`config.mk`:
```
export PLATFORM = sky130hd
export DESIGN_NAME = usb_tx_bit_encoder
export DESIGN_NICKNAME = d
export VERILOG_FILES = /design/src/rtl/usb_tx_bit_encoder.sv
export SDC_FILE = /design/constraint.sdc
export NUM_CORES = 1
export LEC_CHECK = 0
export BUFFER_PORTS_ARGS = -buffer_cell sky130_fd_sc_hd__buf_4
export CORE_AREA = 5 5 69 58
export DETAILED_ROUTE_END_ITERATION = 16
export DIE_AREA = 0 0 74 63
export PLACE_DENSITY = 0.68
export SETUP_SLACK_MARGIN = 0.5
export SYNTH_ARGS = -nofsm -noshare
export SYNTH_HDL_FRONTEND = slang
export SYNTH_SLANG_ARGS = --single-unit
```
`constraint.sdc`:
```
create_clock -name clk -period 2.1 [get_ports clk]
set_clock_uncertainty 0.05 [all_clocks]
set_input_delay 0.105 -clock clk [delete_from_list [all_inputs] [get_ports clk]]
set_output_delay 0.105 -clock clk [all_outputs]
set_load 0.01 [all_outputs]
```
`src/rtl/usb_tx_bit_encoder.sv`:
```
// Byte-to-line-symbol encoder: LSB-first serialise, bit stuff, NRZI, EOP; one symbol per wire-buffer write.
// Optional USB_TX_AUTO_SYNC_EN: SOP command prepends the 8'h80 SYNC byte ahead of the supplied PID.
module usb_tx_bit_encoder #(
  parameter int STUFF_LIMIT = 6
) (
  input  logic       clk,
  input  logic       rst,
  input  logic [7:0] tx_byte,
  input  logic [1:0] tx_cmd,
  input  logic       tx_wen,
  output logic       tx_rdy,
  input  logic       full_speed_polarity,
  input  logic       usb_wire_rdy,
  output logic       usb_wire_wen,
  output logic [1:0] usb_wire_bits,
  output logic       usb_wire_ctrl,
  output logic       busy
);

  typedef enum logic [2:0] {
    S_IDLE,
    S_SHIFT,
    S_STUFF,
    S_EOP0,
    S_EOP1,
    S_EOPJ
  } state_t;

`ifdef USB_TX_AUTO_SYNC_EN
  localparam int SR_W = 16;
`else
  localparam int SR_W = 8;
`endif

  state_t          r_state;
  logic [SR_W-1:0] r_sr;
  logic [4:0]      r_left;
  logic [2:0]      r_ones;
  logic            r_lvl;
  logic            r_rdy;
  logic            r_wen;
  logic [1:0]      r_bits;
  logic            r_ctrl;
  logic            r_busy;

  logic            w_accept;
  logic            w_go;
  logic [1:0]      w_j;
  logic            w_shift_lvl;
  logic [2:0]      w_shift_ones;
  logic [SR_W-1:0] w_load_sr;
  logic [4:0]      w_load_left;

  function automatic logic [1:0] f_sym(input logic lvl, input logic [1:0] j);
    return lvl ? j : ~j;
  endfunction

  assign w_accept     = tx_wen & r_rdy;
  // The wen-low requirement absorbs the wire buffer's one-cycle Rdy drop latency.
  assign w_go         = usb_wire_rdy & ~r_wen;
  assign w_j          = full_speed_polarity ? 2'b10 : 2'b01;
  assign w_shift_lvl  = r_sr[0] ? r_lvl : ~r_lvl;
  assign w_shift_ones = r_sr[0] ? r_ones + 3'd1 : 3'd0;

`ifdef USB_TX_AUTO_SYNC_EN
  assign w_load_sr   = (tx_cmd == 2'b01) ? {tx_byte, 8'h80} : {8'h00, tx_byte};
  assign w_load_left = (tx_cmd == 2'b01) ? 5'd16 : 5'd8;
`else
  assign w_load_sr   = tx_byte;
  assign w_load_left = 5'd8;
`endif

  always_ff @(posedge clk) begin
    if (rst) begin
      r_state <= S_IDLE;
      r_sr    <= '0;
      r_left  <= '0;
      r_ones  <= '0;
      r_lvl   <= 1'b1;
      r_rdy   <= 1'b0;
      r_wen   <= 1'b0;
      r_bits  <= 2'b00;
      r_ctrl  <= 1'b0;
      r_busy  <= 1'b0;
    end else begin
      r_wen  <= 1'b0;
      r_ctrl <= 1'b0;
      case (r_state)
        S_IDLE: begin
          r_rdy <= 1'b1;
          if (w_accept) begin
            r_rdy <= 1'b0;
            case (tx_cmd)
              2'b01: begin
                r_lvl   <= 1'b1;
                r_ones  <= '0;
                r_sr    <= w_load_sr;
                r_left  <= w_load_left;
                r_busy  <= 1'b1;
                r_state <= S_SHIFT;
              end
              2'b00: begin
                r_sr    <= w_load_sr;
                r_left  <= w_load_left;
                r_busy  <= 1'b1;
                r_state <= S_SHIFT;
              end
              2'b10: begin
                r_busy  <= 1'b1;
                r_state <= S_EOP0;
              end
              default: ;
            endcase
          end
        end
        S_SHIFT: if (w_go) begin
          r_wen  <= 1'b1;
          r_ctrl <= 1'b1;
          r_bits <= f_sym(w_shift_lvl, w_j);
          r_lvl  <= w_shift_lvl;
          r_ones <= w_shift_ones;
          r_sr   <= r_sr >> 1;
          r_left <= r_left - 5'd1;
          // A stuff owed after the last bit is still sent before going idle.
          if (w_shift_ones == 3'(STUFF_LIMIT)) begin
            r_state <= S_STUFF;
          end else if (r_left == 5'd1) begin
            r_state <= S_IDLE;
            r_rdy   <= 1'b1;
            r_busy  <= 1'b0;
          end
        end
        S_STUFF: if (w_go) begin
          r_wen  <= 1'b1;
          r_ctrl <= 1'b1;
          r_bits <= f_sym(~r_lvl, w_j);
          r_lvl  <= ~r_lvl;
          r_ones <= '0;
          if (r_left == 5'd0) begin
            r_state <= S_IDLE;
            r_rdy   <= 1'b1;
            r_busy  <= 1'b0;
          end else begin
            r_state <= S_SHIFT;
          end
        end
        S_EOP0: if (w_go) begin
          r_wen   <= 1'b1;
          r_ctrl  <= 1'b1;
          r_bits  <= 2'b00;
          r_state <= S_EOP1;
        end
        S_EOP1: if (w_go) begin
          r_wen   <= 1'b1;
          r_ctrl  <= 1'b1;
          r_bits  <= 2'b00;
          r_state <= S_EOPJ;
        end
        S_EOPJ: if (w_go) begin
          r_wen   <= 1'b1;
          r_ctrl  <= 1'b1;
          r_bits  <= w_j;
          r_lvl   <= 1'b1;
          r_ones  <= '0;
          r_state <= S_IDLE;
          r_rdy   <= 1'b1;
          r_busy  <= 1'b0;
        end
        default: r_state <= S_IDLE;
      endcase
    end
  end

  assign tx_rdy        = r_rdy;
  assign usb_wire_wen  = r_wen;
  assign usb_wire_bits = r_bits;
  assign usb_wire_ctrl = r_ctrl;
  // Covers the accept cycle and the cycle in which the final symbol is written.
  assign busy          = r_busy | r_wen | w_accept;

endmodule
```
After elaboration in Yosys (flattened, before gate mapping):

Cells that the tools add are included.

* register bits after elaboration: 25
* bits of input ports: 15
* output and inout bits: 6
* logic and storage cells: 120

* $add $sub $neg: 2
* equality and inequality tests: 25
* muxes and demuxes: 56
* bitwise gates (word level): 8
* reduce and logical (&&, ||, !) cells: 20

Operators by type and width (number)
* $mux 3: 12
* $mux 8: 3
* $mux 1: 22
* $ne 2x2->1 const B: 11
* $pmux 3 s6: 1
* $pmux 8 s2: 1
* $mux 5: 3
* $mux 2: 7
* $pmux 1 s4: 3
* $pmux 5 s2: 1
* $reduce_and 5->1: 2
* $eq 3x3->1 const B: 3
* $pmux 3 s3: 1
* $reduce_and 9->1: 1
* $pmux 2 s4: 1
* $reduce_and 8->1: 1
* $reduce_bool 4->1: 2
* $reduce_or 2->1: 4
* $reduce_and 7->1: 1
* $eq 3x2->1 const B: 2
* $ne 2x1->1 const B: 3
* $pmux 3 s2: 1
* $reduce_and 6->1: 1
* $eq 5x1->1 const B: 1
* other kinds (19): 23

Longest topological paths before layout:

* depth in word-level cells: 6
* mapped depth: 7
* depth with buffers taken out: 7

Worst setup path before layout:

OpenSTA, ideal clock, no wires.

* kind: reg2reg
* from: register r_left[1]
* to: register r_rdy (netlist: tx_rdy)
* arrival: 1.646 ns
* setup slack: 0.276 ns
* cell stages (with the launch flop): 8
* buffers on the path: 0
* clock period less this slack: 1.824 ns
* cell sequence: dfxtp_1 inv_1 ha_1 or4b_2 a41oi_1 o221ai_1 mux2i_1 nor2_1

* longest elaborated chain between the ends: 3
* elaborated cells on any way between the ends: 5
* classes of those cells: eq/ne (3); reduce/logical (2)

RTL lines
* start: declaration: RTL line 37 `logic [4:0] r_left;`
* start signal: assignment: RTL line 98 `r_left <= w_load_left;`
* start signal: assignment: RTL line 104 `r_left <= w_load_left;`
* start signal: assignment: RTL line 123 `r_left <= r_left - 5'd1;`
* $eq 5x1->1 or $logic_not 5->1 (tied branches): RTL line 127, 139
* $ne 2x2->1 (no line)
* $reduce_and 7->1 (no line) (*)
* end signal: assignment: RTL line 129 `r_rdy <= 1'b1;`
* end signal: assignment: RTL line 141 `r_rdy <= 1'b1;`
* end signal: assignment: RTL line 166 `r_rdy <= 1'b1;`
* end: declaration: RTL line 40 `logic r_rdy;`

Mark *: on every way between the ends. The rest lies on a longest branch, timed or not.
A chain may end at the register's enable or synchronous reset.

Worst setup path in the final report:

* from: register r_state[1]
* to: register r_state[2]

* longest elaborated chain between the ends: 3
* elaborated cells on any way between the ends: 16
* classes of those cells: eq/ne (13); mux (1); reduce/logical (2)

RTL lines
* start: declaration: RTL line 35 `state_t r_state;`
* start signal: assignment: RTL line 75 `r_state <= S_IDLE;`
* start signal: assignment: RTL line 100 `r_state <= S_SHIFT;`
* start signal: assignment: RTL line 106 `r_state <= S_SHIFT;`
* $eq 3x1->1, or another cell as far along: RTL line 88 `case (r_state)`
* $ne 3x3->1 (no line), or another cell as far along
* $reduce_and 8->1 (no line)

Several ways; a longest one is shown, not always the timed one.

==> flow_summary.toml <==
[floorplan]
die_x_um = 74
coreArea_um2 = 3304
fp-row-count = 19
initial_core_util_pct = 42.03
die-area_um2 = 4662
die_h_um = 63
ios = 21

[sta]
setup_viol = 0
finalSetupTns_ps = 0
rsz0062_at_grt = "true"
setup_ws_ps = 330.3
slew_violations = 0
relSlewSlack_pct = 74.07
hold_viol_final = 0
max_freq_ghz = 0.5651
tightest_slew_ps = 386.9
finalCriticalPeriod_ps = 1770
timing.final.crit_share_pct = 84.27
worst_hold_slack_ps = 29.80

[placed_design]
portBuffers = 20
dp_slack_ps = 243.1
place_congestion = 0.8932
dpl.hpwl_um = 2430
place_inst = 228
placed_area_um2 = 1603

[logic_synthesis]
async_reset_ff_share_pct = 0
synth_edf_count = 0
syn_inst = 174
synth_nets = 193
ys.flop_type = "dfxtp_1"
yosys_warnings = 0
synthesis.area_um2 = 1389
synth-seq-area-share_pct = 36.04
syn_area_per_cell_um2 = 7.982
synth.ff_latch_count = 25
ys_types = 43

[grt]
grt_usage_pct = 17.62
use_met3_pct = 3.698
top_usage_layer = "met2"
grt_pass1_vias = 1393
grt_pass1_wl_um = 6499
grt_util_met1_pct = 22.02
grt_max_degree = 26
overflow = 0
met2_usage_pct = 29.65
antenna_found_initial = 0

[critical_path]
rr_endpoint = "r_state[2]"
worstSetupPathType = "reg -> reg"
worst_ep_arrival_time_ps = 1930
cp_slowest_stage_delay_ps = 430
crit_chain = "or3_4, a211oi_4, o2bb2ai_4, or3_1, a21oi_2"
cp_max_fo = 17
cpLargestDelayFamily = "simple AND/OR/NAND/NOR gates"
cp.required_ps = 2260
crit_slowest_cell = "dfxtp_4"
worst-path-buf-inv = 0
end_kind = "register"
cp-start-kind = "register"
rr_worst_depth = 5
r2r-start = "r_state[1]"
reg2reg_slack_ps = 330

[pwr]
ir_drop_mv = 0.6325
power_density_nw_per_um2 = 1027
leakage_nw = 0.7678

[drt]
drt_iter0_markers = 93
vias_per_cell = 5.908
wl_um = 4274
drc_errors = 0
wl_per_cell_um = 17.16
vias = 1471
ant_nets = 0
dr.pass1.iters = 4

[finish]
fin_cells = 249
final_cell_area_um2 = 1986
flow.area_growth_from_synthesis_pct = 42.97
n_fill_cell = 278
n_antenna_cell = 0
drive_gt1_share_pct = 42.03
num-nets-final = 227

[min_path]
hp-class = "in -> reg"
hold_depth = 3
hold_end = "r_sr[7]"
holdCritStartpoint = "tx_byte[7]"

[cts]
cts_tree = "done"
clk_path_buf_depth = 2
cts_made_buffers = 3
clkTransAtPathRegs_ps = 100
htree_levels = 1
cts_root_buf = "clkbuf_8"
clkLatencyLatePin_ps = 280
clock-sinks = 25

[status]
status = "finished, final reports clean"

[flow_run]
max_cap_violations = 0
==> sequential cells by signal, summed over array words and instances, names as in the netlist <==
| register | count |
|---|---|
| r_lvl | 1 |
| r_left | 5 |
| usb_wire_ctrl | 1 |
| r_state | 3 |
| usb_wire_bits | 2 |
| r_busy | 1 |
| r_ones | 3 |
| r_sr | 8 |
| tx_rdy | 1 |
==> worst max path at each step <==
stage | start | to | slack (ps) | cells past startpoint
2_1_floorplan | r_left[1] | tx_rdy | 490 | 7
3_3_place_gp | r_state[1] | tx_rdy | 280 | 5
3_5_place_dp | r_state[1] | tx_rdy | 240 | 5
4_1_cts | r_left[1] | tx_rdy | 370 | 7
5_1_grt | r_state[1] | r_state[2] | 290 | 5
6_report | r_state[1] | r_state[2] | 330 | 5
==> layout by cell type (no fill, tap or decap), types with 2 or more instances in the layout <==
cell / count
a211o_1: 2
a21o_1: 2
a21oi_1: 9
a21oi_2: 3
a311oi_1: 10
buf_4: 34
buf_6: 4
clkbuf_8: 3
dfxtp_1: 17
dfxtp_2: 3
dfxtp_4: 5
ha_1: 2
ha_4: 2
inv_1: 4
mux2i_1: 3
nand2_1: 24
nand2b_1: 4
nand4_1: 2
nor2_1: 17
nor2_2: 4
nor2_4: 2
nor3_1: 3
nor3_2: 3
nor3b_2: 2
o21ai_0: 6
or3_1: 2
or3b_4: 2
==> kinds of logic after synthesis <==
kind of cell             synth area share, %
buffers and inverters                  5.045
AND/OR/NAND/NOR                        27.30
XOR/XNOR                               1.892
AO/OA/AOI/OAI                          23.96
multiplexers                           2.162
adder cells (fa/ha/maj)                3.604
flip-flops                             36.04
==> synthesized netlist by cell type (2+ instances only) <==
cell type | n | area [um^2]
nand2_1 | 25 | 93.84
xor2_1 | 2 | 17.52
nand4_1 | 2 | 12.51
a21oi_1 | 13 | 65.06
nor2_1 | 23 | 86.33
nor3b_1 | 4 | 30.03
o21ai_0 | 6 | 30.03
clkbuf_1 | 4 | 15.01
ha_1 | 4 | 50.05
nor3_1 | 6 | 30.03
dfxtp_1 | 25 | 500.5
nand3_1 | 2 | 10.01
a311oi_1 | 10 | 87.58
a21o_1 | 2 | 15.01
a211o_1 | 2 | 17.52
or3_1 | 2 | 12.51
buf_2 | 5 | 25.02
nand2b_1 | 6 | 37.54
inv_1 | 5 | 18.77
mux2i_1 | 3 | 30.03
==> worst reg2reg max path: stages (launching register included) <==
cell	delay, ps
dfxtp_4	430
or3_4	380
a211oi_4	230
o2bb2ai_4	110
or3_1	340
a21oi_2	160
==> through the flow <==
| step | util (%) | total power, mW |
|---|---|---|
| 4_1_cts | 55.17 | 1.823 |
| 2_1_floorplan | - | 1.187 |
| 3_3_place_gp | 48.50 | 1.364 |
| 6_report | 60.09 | 2.040 |
| 3_5_place_dp | 48.50 | 1.398 |
| 5_1_grt | 60.09 | 2.153 |
==> repair_timing <==
action	4_1_cts	5_1_grt
gates cloned	0	2
setup buffers	11	4
hold buffers	0	0
pin swaps	13	14
gates resized for setup	23	29
endpoints found under the setup margin	23	20
==> where the power goes <==
group	leakage [nW]	switching (mW)	internal (mW)
logic	0.537	0.541	0.503
clock network	0.0217	0.177	0.135
registers	0.209	0.110	0.573
total	0.768	0.828	1.21
==> layer usage <==
| metal | share of wire [%] | routed length, um |
|---|---|---|
| met5 | 0 | 0 |
| met4 | 1.1 | 48 |
| met3 | 5.9 | 253 |
| met2 | 49 | 2111 |
| met1 | 43 | 1859 |
==> cell type report <==
class	count	area (um^2)	area share, %
multi-input combinational	133	1015	51.10
sequential	25	523.0	26.34
timing repair buffer	40	325.3	16.38
tap	42	52.55	2.647
clock buffer	3	41.29	2.079
inverter	5	21.27	1.071
clock inverter	1	7.507	0.3781
Power figures use the tool's default switching activity.
